===== src/rtl/mod5_pkg.sv =====
// Shared types and the mod-5 remainder transition function for the
// mod5_word_checker block and its residue core.
package mod5_pkg;

    typedef enum logic [1:0] {
        IDLE  = 2'd0,
        SHIFT = 2'd1,
        DONE  = 2'd2
    } state_t;

    typedef logic [2:0] rem_t;

    localparam rem_t REM_ZERO = 3'd0;

    // Appending bit b to a value with remainder r gives remainder (2r + b) mod 5.
    // Codes 5..7 cannot occur in normal operation and restart from 0.
    function automatic rem_t next_rem(input rem_t r, input logic b);
        rem_t n;
        case (r)
            3'd0:    n = b ? 3'd1 : 3'd0;
            3'd1:    n = b ? 3'd3 : 3'd2;
            3'd2:    n = b ? 3'd0 : 3'd4;
            3'd3:    n = b ? 3'd2 : 3'd1;
            3'd4:    n = b ? 3'd4 : 3'd3;
            default: n = b ? 3'd1 : 3'd0;
        endcase
        return n;
    endfunction

endpackage


===== src/rtl/mod5_residue_core.sv =====
// Registered serial mod-5 remainder tracker: one bit consumed per enabled
// clock, MSB first; clr_i restarts the remainder at zero.
module mod5_residue_core
    import mod5_pkg::*;
(
    input  logic clk,
    input  logic rst_n,
    input  logic clr_i,
    input  logic en_i,
    input  logic bit_i,
    output rem_t rem_o
);

    rem_t rem_q;
    rem_t rem_d;

    // Next remainder: clear has priority over the shift step.
    always_comb begin
        rem_d = rem_q;
        if (clr_i) begin
            rem_d = REM_ZERO;
        end else if (en_i) begin
            rem_d = next_rem(rem_q, bit_i);
        end
    end

    // Remainder register.
    always_ff @(posedge clk or negedge rst_n) begin
        if (!rst_n) begin
            rem_q <= REM_ZERO;
        end else begin
            rem_q <= rem_d;
        end
    end

    assign rem_o = rem_q;

endmodule


===== config.mk =====
export PLATFORM = sky130hd
export DESIGN_NAME = mod5_residue_core
export DESIGN_NICKNAME = d
export VERILOG_FILES = /design/src/rtl/mod5_pkg.sv /design/src/rtl/mod5_residue_core.sv
export SDC_FILE = /design/constraint.sdc
export NUM_CORES = 1
export LEC_CHECK = 0
export CORE_AREA = 8 8 45 47
export CTS_BUF_LIST = sky130_fd_sc_hd__clkbuf_16
export CTS_CLUSTER_DIAMETER = 80
export DETAILED_ROUTE_END_ITERATION = 7
export DIE_AREA = 0 0 53 55
export GPL_TIMING_DRIVEN = 0
export PLACE_DENSITY = 0.47
export SLEW_MARGIN = 10
export SYNTH_ARGS = -nofsm -noshare
export SYNTH_HDL_FRONTEND = slang
export SYNTH_SLANG_ARGS = --single-unit

===== constraint.sdc =====
create_clock -name clk -period 1.5 [get_ports clk]
set_clock_uncertainty 0.15 [all_clocks]
set_input_delay 0.375 -clock clk [delete_from_list [all_inputs] [get_ports clk]]
set_output_delay 0.375 -clock clk [all_outputs]
set_load 0.01 [all_outputs]

==> impl_metrics.env, run 1 <==
export IMPL_synth_avg_cell_area_um2=8.51
export IMPL_drcViolationCount=0
export IMPL_wl_um=676
export IMPL_start_util_pct=15.4
export IMPL_place_ws_ns=-0.454
export IMPL_whs_ns=0.179
export IMPL_finalPower_w=0.000566
export IMPL_dpl_cell_area_um2=303
export IMPL_cts_root_buffer="clkbuf_16"
export IMPL_final_nets=44
export IMPL_yosysUniqueCellTypes=17
export IMPL_detail_route_iter0_violations=9
export IMPL_synth_seq_area_share_pct=35.3
export IMPL_r2r_end="rem_o[0]"
export IMPL_synth_seq_cells=3
export IMPL_numPortBuffers=7
export IMPL_cts_max_level=1
export IMPL_drv_slew=0
export IMPL_place_detailed_hpwl_um=425
export IMPL_relSlewSlack_pct=84.3
export IMPL_path_class="flip-flop to flip-flop"
export IMPL_num_vias=245
export IMPL_crit_fanout=5
export IMPL_grt_ovfl_total=0
export IMPL_critPathSlowestCell="dfrtp_1"
export IMPL_cp_arrival_ns=1.51
export IMPL_die_w_um=53
export IMPL_wl_met1_um=256
export IMPL_grt_start_max_net_pins=11
export IMPL_regToRegStartpoint="rem_o[0]"
export IMPL_timing_final_crit_share_pct=101
export IMPL_rr_worst_depth=4
export IMPL_drive_gt1_share_pct=23.7
export IMPL_synth_nets=30
export IMPL_clk_pin_slew_ns=0.03
export IMPL_gp_congestion=0.729
export IMPL_status="finished, violations left"
export IMPL_crit_path_start="rem_o[0]"
export IMPL_synth_cells=25
export IMPL_syn_area_um2=213
export IMPL_rsz0062_at_grt="yes"
export IMPL_num_antenna_cells=0
export IMPL_met2_length_um=338
export IMPL_hold_class="input port to async pin"
export IMPL_clock_path_buffers=2
export IMPL_largest_reg_flops=3
export IMPL_drv_cap=0
export IMPL_wl_met3_um=64
export IMPL_final_cell_mix="inv_1 (3), o21ai_0 (3), clkbuf_16 (3), clkdlybuf4s50_1 (3), buf_4 (3)"
export IMPL_first_pass_iters=4
export IMPL_p_per_area_nw_per_um2=1440
export IMPL_clkSinkCount=3
export IMPL_clk_latency_ns=0.23
export IMPL_crit_required_ns=1.49
export IMPL_setup_viol=1
export IMPL_grt_pass1_vias=215
export IMPL_postRouteAntennaNets=0
export IMPL_crit_end="rem_o[0]"
export IMPL_path_cells="buf_6, or3_1, a211o_1, a31oi_1"
export IMPL_worst_slack_ns=-0.0161
export IMPL_die_area_um2=2920
export IMPL_track_usage_pct=5.85
export IMPL_p_leak_nw=0.174
export IMPL_core_area_um2=1380
export IMPL_final_cell_area_um2=393
export IMPL_pin_count=8
export IMPL_grt_first_pass_wirelength_um=1040
export IMPL_rows=14
export IMPL_start_kind="flip-flop"
export IMPL_r2r_slack_ns=-0.02
export IMPL_finalSetupTns_ns=-0.0161
export IMPL_slowest_delay_ns=0.37
export IMPL_cp_end_kind="flip-flop"
export IMPL_die_h_um=55
export IMPL_cts_hold_buf=0
export IMPL_numCtsBuffers=3
export IMPL_hold_viol_final=0
export IMPL_area_growth_pct=84.7
export IMPL_viasPerCell=4.54
export IMPL_cts_tree="done"
export IMPL_antenna_found_initial=0
export IMPL_max_freq_ghz=0.660
export IMPL_wl_per_cell_um=12.5
export IMPL_period_minus_slack_ns=1.52
export IMPL_ys_warn_count=0
export IMPL_routed_top_layer="met4"
export IMPL_max_slew_worst_pin_slew_ns=0.232
export IMPL_peakVddDrop_mv=0.787
export IMPL_violations="setup timing"
## synthesized netlist by cell type
| cell | number | share of area, % |
|---|---|---|
| inv_1 | 2 | 3.5 |
| a31oi_1 | 2 | 5.9 |
| nand4_1 | 1 | 2.9 |
| and3b_1 | 1 | 4.1 |
| nand2_1 | 1 | 1.8 |
| nand2b_1 | 1 | 2.9 |
| o21ai_0 | 3 | 7.1 |
| a211oi_1 | 1 | 3.5 |
| nor2_1 | 2 | 3.5 |
| and3b_2 | 1 | 4.7 |
| or3_1 | 1 | 2.9 |
| buf_6 | 1 | 5.3 |
| nor3b_1 | 1 | 3.5 |
| a21oi_1 | 2 | 4.7 |
| nor4b_1 | 1 | 4.1 |
| a211o_1 | 1 | 4.1 |
| dfrtp_1 | 3 | 35 |
## worst max-delay path: cells and delay by family (launching register included)
kind,cells,cell delay [ns]
AOI/OAI and AO/OA,2,0.44
buffers and inverters,1,0.13
DFF,1,0.37
and+or+nand+nor,1,0.33
## metal layers
metal / up-vias / global-route usage (%)
met5: - / 0
met4: 0 / 10.3
met3: 2 / 4.55
met2: 11 / 6.84
met1: 112 / 4.71
li1: 120 / -
## final cells by class
class / count / area, um^2
clock buffers: 3 / 75.1
inverters: 2 / 7.51
well taps: 16 / 20.0
multi-input cells: 19 / 119
flip-flops and latches: 3 / 76.3
fillers: 146 / 991
clock inverters: 1 / 3.75
repair buffers: 10 / 91.3
## power by group
group	internal (W)	switching (W)
clock network	0.000344	0.0000777
logic	0.0000296	0.0000233
registers	0.0000858	0.00000557
total	0.000459	0.000107
## worst min-delay path by stage
| stage | end | cells after the start | from |
|---|---|---|---|
| floorplan | rem_o[0] | 0 | rst_n |
| global placement | rem_o[0] | 1 | rst_n |
| detailed placement | rem_o[0] | 1 | rst_n |
| CTS | rem_o[0] | 1 | rst_n |
| global route | rem_o[0] | 1 | rst_n |
| finish | rem_o[0] | 1 | rst_n |
## what timing repair did
| item | 4_1_cts | 5_1_grt |
|---|---|---|
| setup endpoints to repair | 5 | 1 |
| setup buffers | 1 | 2 |
| gates resized for setup | 7 | 1 |
| pin swaps | 3 | 4 |
## logic make-up (layout without fill, tap and decap cells)
logic type | count (synthesis) | in the layout | share of synthesized area, %
and+or+nand+nor | 10 | 10 | 30.6
AOI/OAI and AO/OA | 9 | 9 | 25.3
DFF | 3 | 3 | 35.3
buffers and inverters | 3 | 16 | 8.82
## per-stage QoR
step | util [%] | std cells
after global routing | 28.4 | 54
final | 28.4 | 54
after floorplan | - | 25
after CTS | 27.4 | 52
after global placement | 21.9 | 48
after detailed placement | 21.9 | 48
Power figures use the tool's default switching activity.
==> inputs of run 2 (changes only) <==
--- a/config.mk
+++ b/config.mk
@@ -5,6 +5,7 @@
 export SDC_FILE = /design/constraint.sdc
 export NUM_CORES = 1
 export LEC_CHECK = 0
+export CAP_MARGIN = 20
 export CORE_AREA = 8 8 45 47
 export CTS_BUF_LIST = sky130_fd_sc_hd__clkbuf_16
 export CTS_CLUSTER_DIAMETER = 80
==> results of run 2 <==
Final layout, timing and power as in run 1 (identical DEF).
==> inputs of run 3 (changes only) <==
--- a/config.mk
+++ b/config.mk
@@ -13,6 +13,7 @@
 export DIE_AREA = 0 0 53 55
 export GPL_TIMING_DRIVEN = 0
 export PLACE_DENSITY = 0.47
+export RECOVER_POWER = 25
 export SLEW_MARGIN = 10
 export SYNTH_ARGS = -nofsm -noshare
 export SYNTH_HDL_FRONTEND = slang
==> impl_metrics.env, run 3 (synthesized netlist as in run 1, its figures left out) <==
export IMPL_status="finished, violations left"
export IMPL_clock_path_buffers=2
export IMPL_wl_met1_um=255
export IMPL_relSlewSlack_pct=84.3
export IMPL_drcViolationCount=0
export IMPL_area_growth_pct=84.7
export IMPL_r2r_slack_ns=-0.02
export IMPL_die_w_um=53
export IMPL_whs_ns=0.249
export IMPL_crit_fanout=5
export IMPL_regToRegStartpoint="rem_o[0]"
export IMPL_antenna_found_initial=0
export IMPL_start_util_pct=15.4
export IMPL_numCtsBuffers=3
export IMPL_first_pass_iters=4
export IMPL_clk_pin_slew_ns=0.03
export IMPL_num_antenna_cells=0
export IMPL_largest_reg_flops=3
export IMPL_crit_family="compound AO/OA/AOI/OAI gates"
export IMPL_track_usage_pct=5.85
export IMPL_grt_pass1_vias=215
export IMPL_multiInputGateArea_um2=119
export IMPL_final_nets=44
export IMPL_place_inst=48
export IMPL_cts_hold_buf=0
export IMPL_rsz0062_at_grt="yes"
export IMPL_finish_utilization_pct=28.4
export IMPL_seq_power_share_pct=16.2
export IMPL_wl_per_cell_um=12.5
export IMPL_combinationalPowerShare_pct=9.3
export IMPL_timing_final_crit_share_pct=101
export IMPL_detail_route_iter0_violations=9
export IMPL_drv_slew=0
export IMPL_p_leak_nw=0.174
export IMPL_gp_congestion=0.729
export IMPL_pin_count=8
export IMPL_r2r_end="rem_o[0]"
export IMPL_peakVddDrop_mv=0.786
export IMPL_grt_start_max_net_pins=11
export IMPL_cp_depth=4
export IMPL_cts_tree="done"
export IMPL_hold_class="input port to async pin"
export IMPL_p_clk_share_pct=74.6
export IMPL_clk_latency_ns=0.23
export IMPL_final_cell_mix="inv_1 (3), o21ai_0 (3), clkbuf_16 (3), buf_4 (3)"
export IMPL_cp_arrival_ns=1.51
export IMPL_postRouteAntennaNets=0
export IMPL_cts_max_level=1
export IMPL_max_freq_ghz=0.660
export IMPL_die_h_um=55
export IMPL_grt_ovfl_total=0
export IMPL_rr_worst_depth=4
export IMPL_hold_viol_final=0
export IMPL_viasPerCell=4.54
export IMPL_seq_area_um2=76.3
export IMPL_final_cells=54
export IMPL_max_slew_worst_pin_slew_ns=0.232
export IMPL_p_per_area_nw_per_um2=1440
export IMPL_start_kind="flip-flop"
export IMPL_die_area_um2=2920
export IMPL_rows=14
export IMPL_crit_buf_inv=1
export IMPL_critPathSlowestCell="dfrtp_1"
export IMPL_violations="setup timing"
export IMPL_num_vias=245
export IMPL_drv_cap=0
export IMPL_cts_root_buffer="clkbuf_16"
export IMPL_setup_viol=1
export IMPL_numPortBuffers=7
export IMPL_internal_power_w=0.000459
export IMPL_routed_top_layer="met4"
export IMPL_wl_um=675
export IMPL_period_minus_slack_ns=1.52
export IMPL_wl_met3_um=64
export IMPL_path_class="flip-flop to flip-flop"
export IMPL_worst_slack_ns=-0.0161
export IMPL_core_area_um2=1380
export IMPL_path_cells="buf_6, or3_1, a211o_1, a31oi_1"
export IMPL_place_detailed_hpwl_um=425
export IMPL_slowest_delay_ns=0.37
export IMPL_power_switching_w=0.000107
export IMPL_drive_gt1_share_pct=23.7
export IMPL_grt_first_pass_wirelength_um=1040
export IMPL_cp_end_kind="flip-flop"
export IMPL_clkSinkCount=3
export IMPL_met2_length_um=338
export IMPL_fill_cells=146
export IMPL_crit_required_ns=1.49
export IMPL_switching_share_pct=18.8
-- run 3: changes by cell type in the layout (fill, tap and decap cells not counted), sizes merged --
cell / delta
clkdlybuf4s50: -1
dlygate4sd3: +1
-- run 3: power groups by stage --
stage	combinational, W	clock (W)	sequential, W
floorplan	0.0000213	0	0.0000927
global placement	0.0000508	0	0.0000919
detailed placement	0.0000510	0	0.0000921
CTS	0.0000480	0.000428	0.0000916
global route	0.0000577	0.000438	0.0000921
finish	0.0000524	0.000422	0.0000913
-- run 3: layer usage --
| metal | vias to the layer above | GRT usage, % |
|---|---|---|
| met5 | - | 0 |
| met4 | 0 | 10.3 |
| met3 | 2 | 4.55 |
| met2 | 11 | 6.84 |
| met1 | 112 | 4.71 |
| li1 | 120 | - |
-- run 3: through the flow --
stage / power, W / setup WS, ns / instance area, um^2 / TNS [ns]
3_3_place_gp: 0.000143 / -0.448 / 303 / -0.943
5_1_grt: 0.000588 / -0.0807 / 393 / -0.106
3_5_place_dp: 0.000143 / -0.454 / 303 / -0.973
6_report: 0.000565 / -0.0161 / 393 / -0.0161
2_1_floorplan: 0.000114 / 0.00803 / 213 / 0
4_1_cts: 0.000568 / -0.0762 / 379 / -0.0762
-- run 3: final cells by class --
| type | count | area share [%] |
|---|---|---|
| multi-input combinational | 19 | 30.3 |
| timing repair buffer | 10 | 23.2 |
| sequential | 3 | 19.4 |
| inverter | 2 | 1.91 |
| tap | 16 | 5.10 |
| clock buffer | 3 | 19.1 |
| clock inverter | 1 | 0.955 |
-- run 3: worst max-delay path by stage --
stage,endpoint,start
4_1_cts,rem_o[0],rem_o[0]
3_3_place_gp,rem_o[0],bit_i
3_5_place_dp,rem_o[0],bit_i
2_1_floorplan,rem_o[0],rem_o[0]
5_1_grt,rem_o[0],rem_o[0]
6_report,rem_o[0],rem_o[0]
-- run 3: repair_timing --
action | CTS | global route
resized for setup | 7 | 1
endpoints found under the hold margin | 0 | 0
pin swaps | 3 | 4
setup endpoints to repair | 5 | 1
buffers inserted | 1 | 2
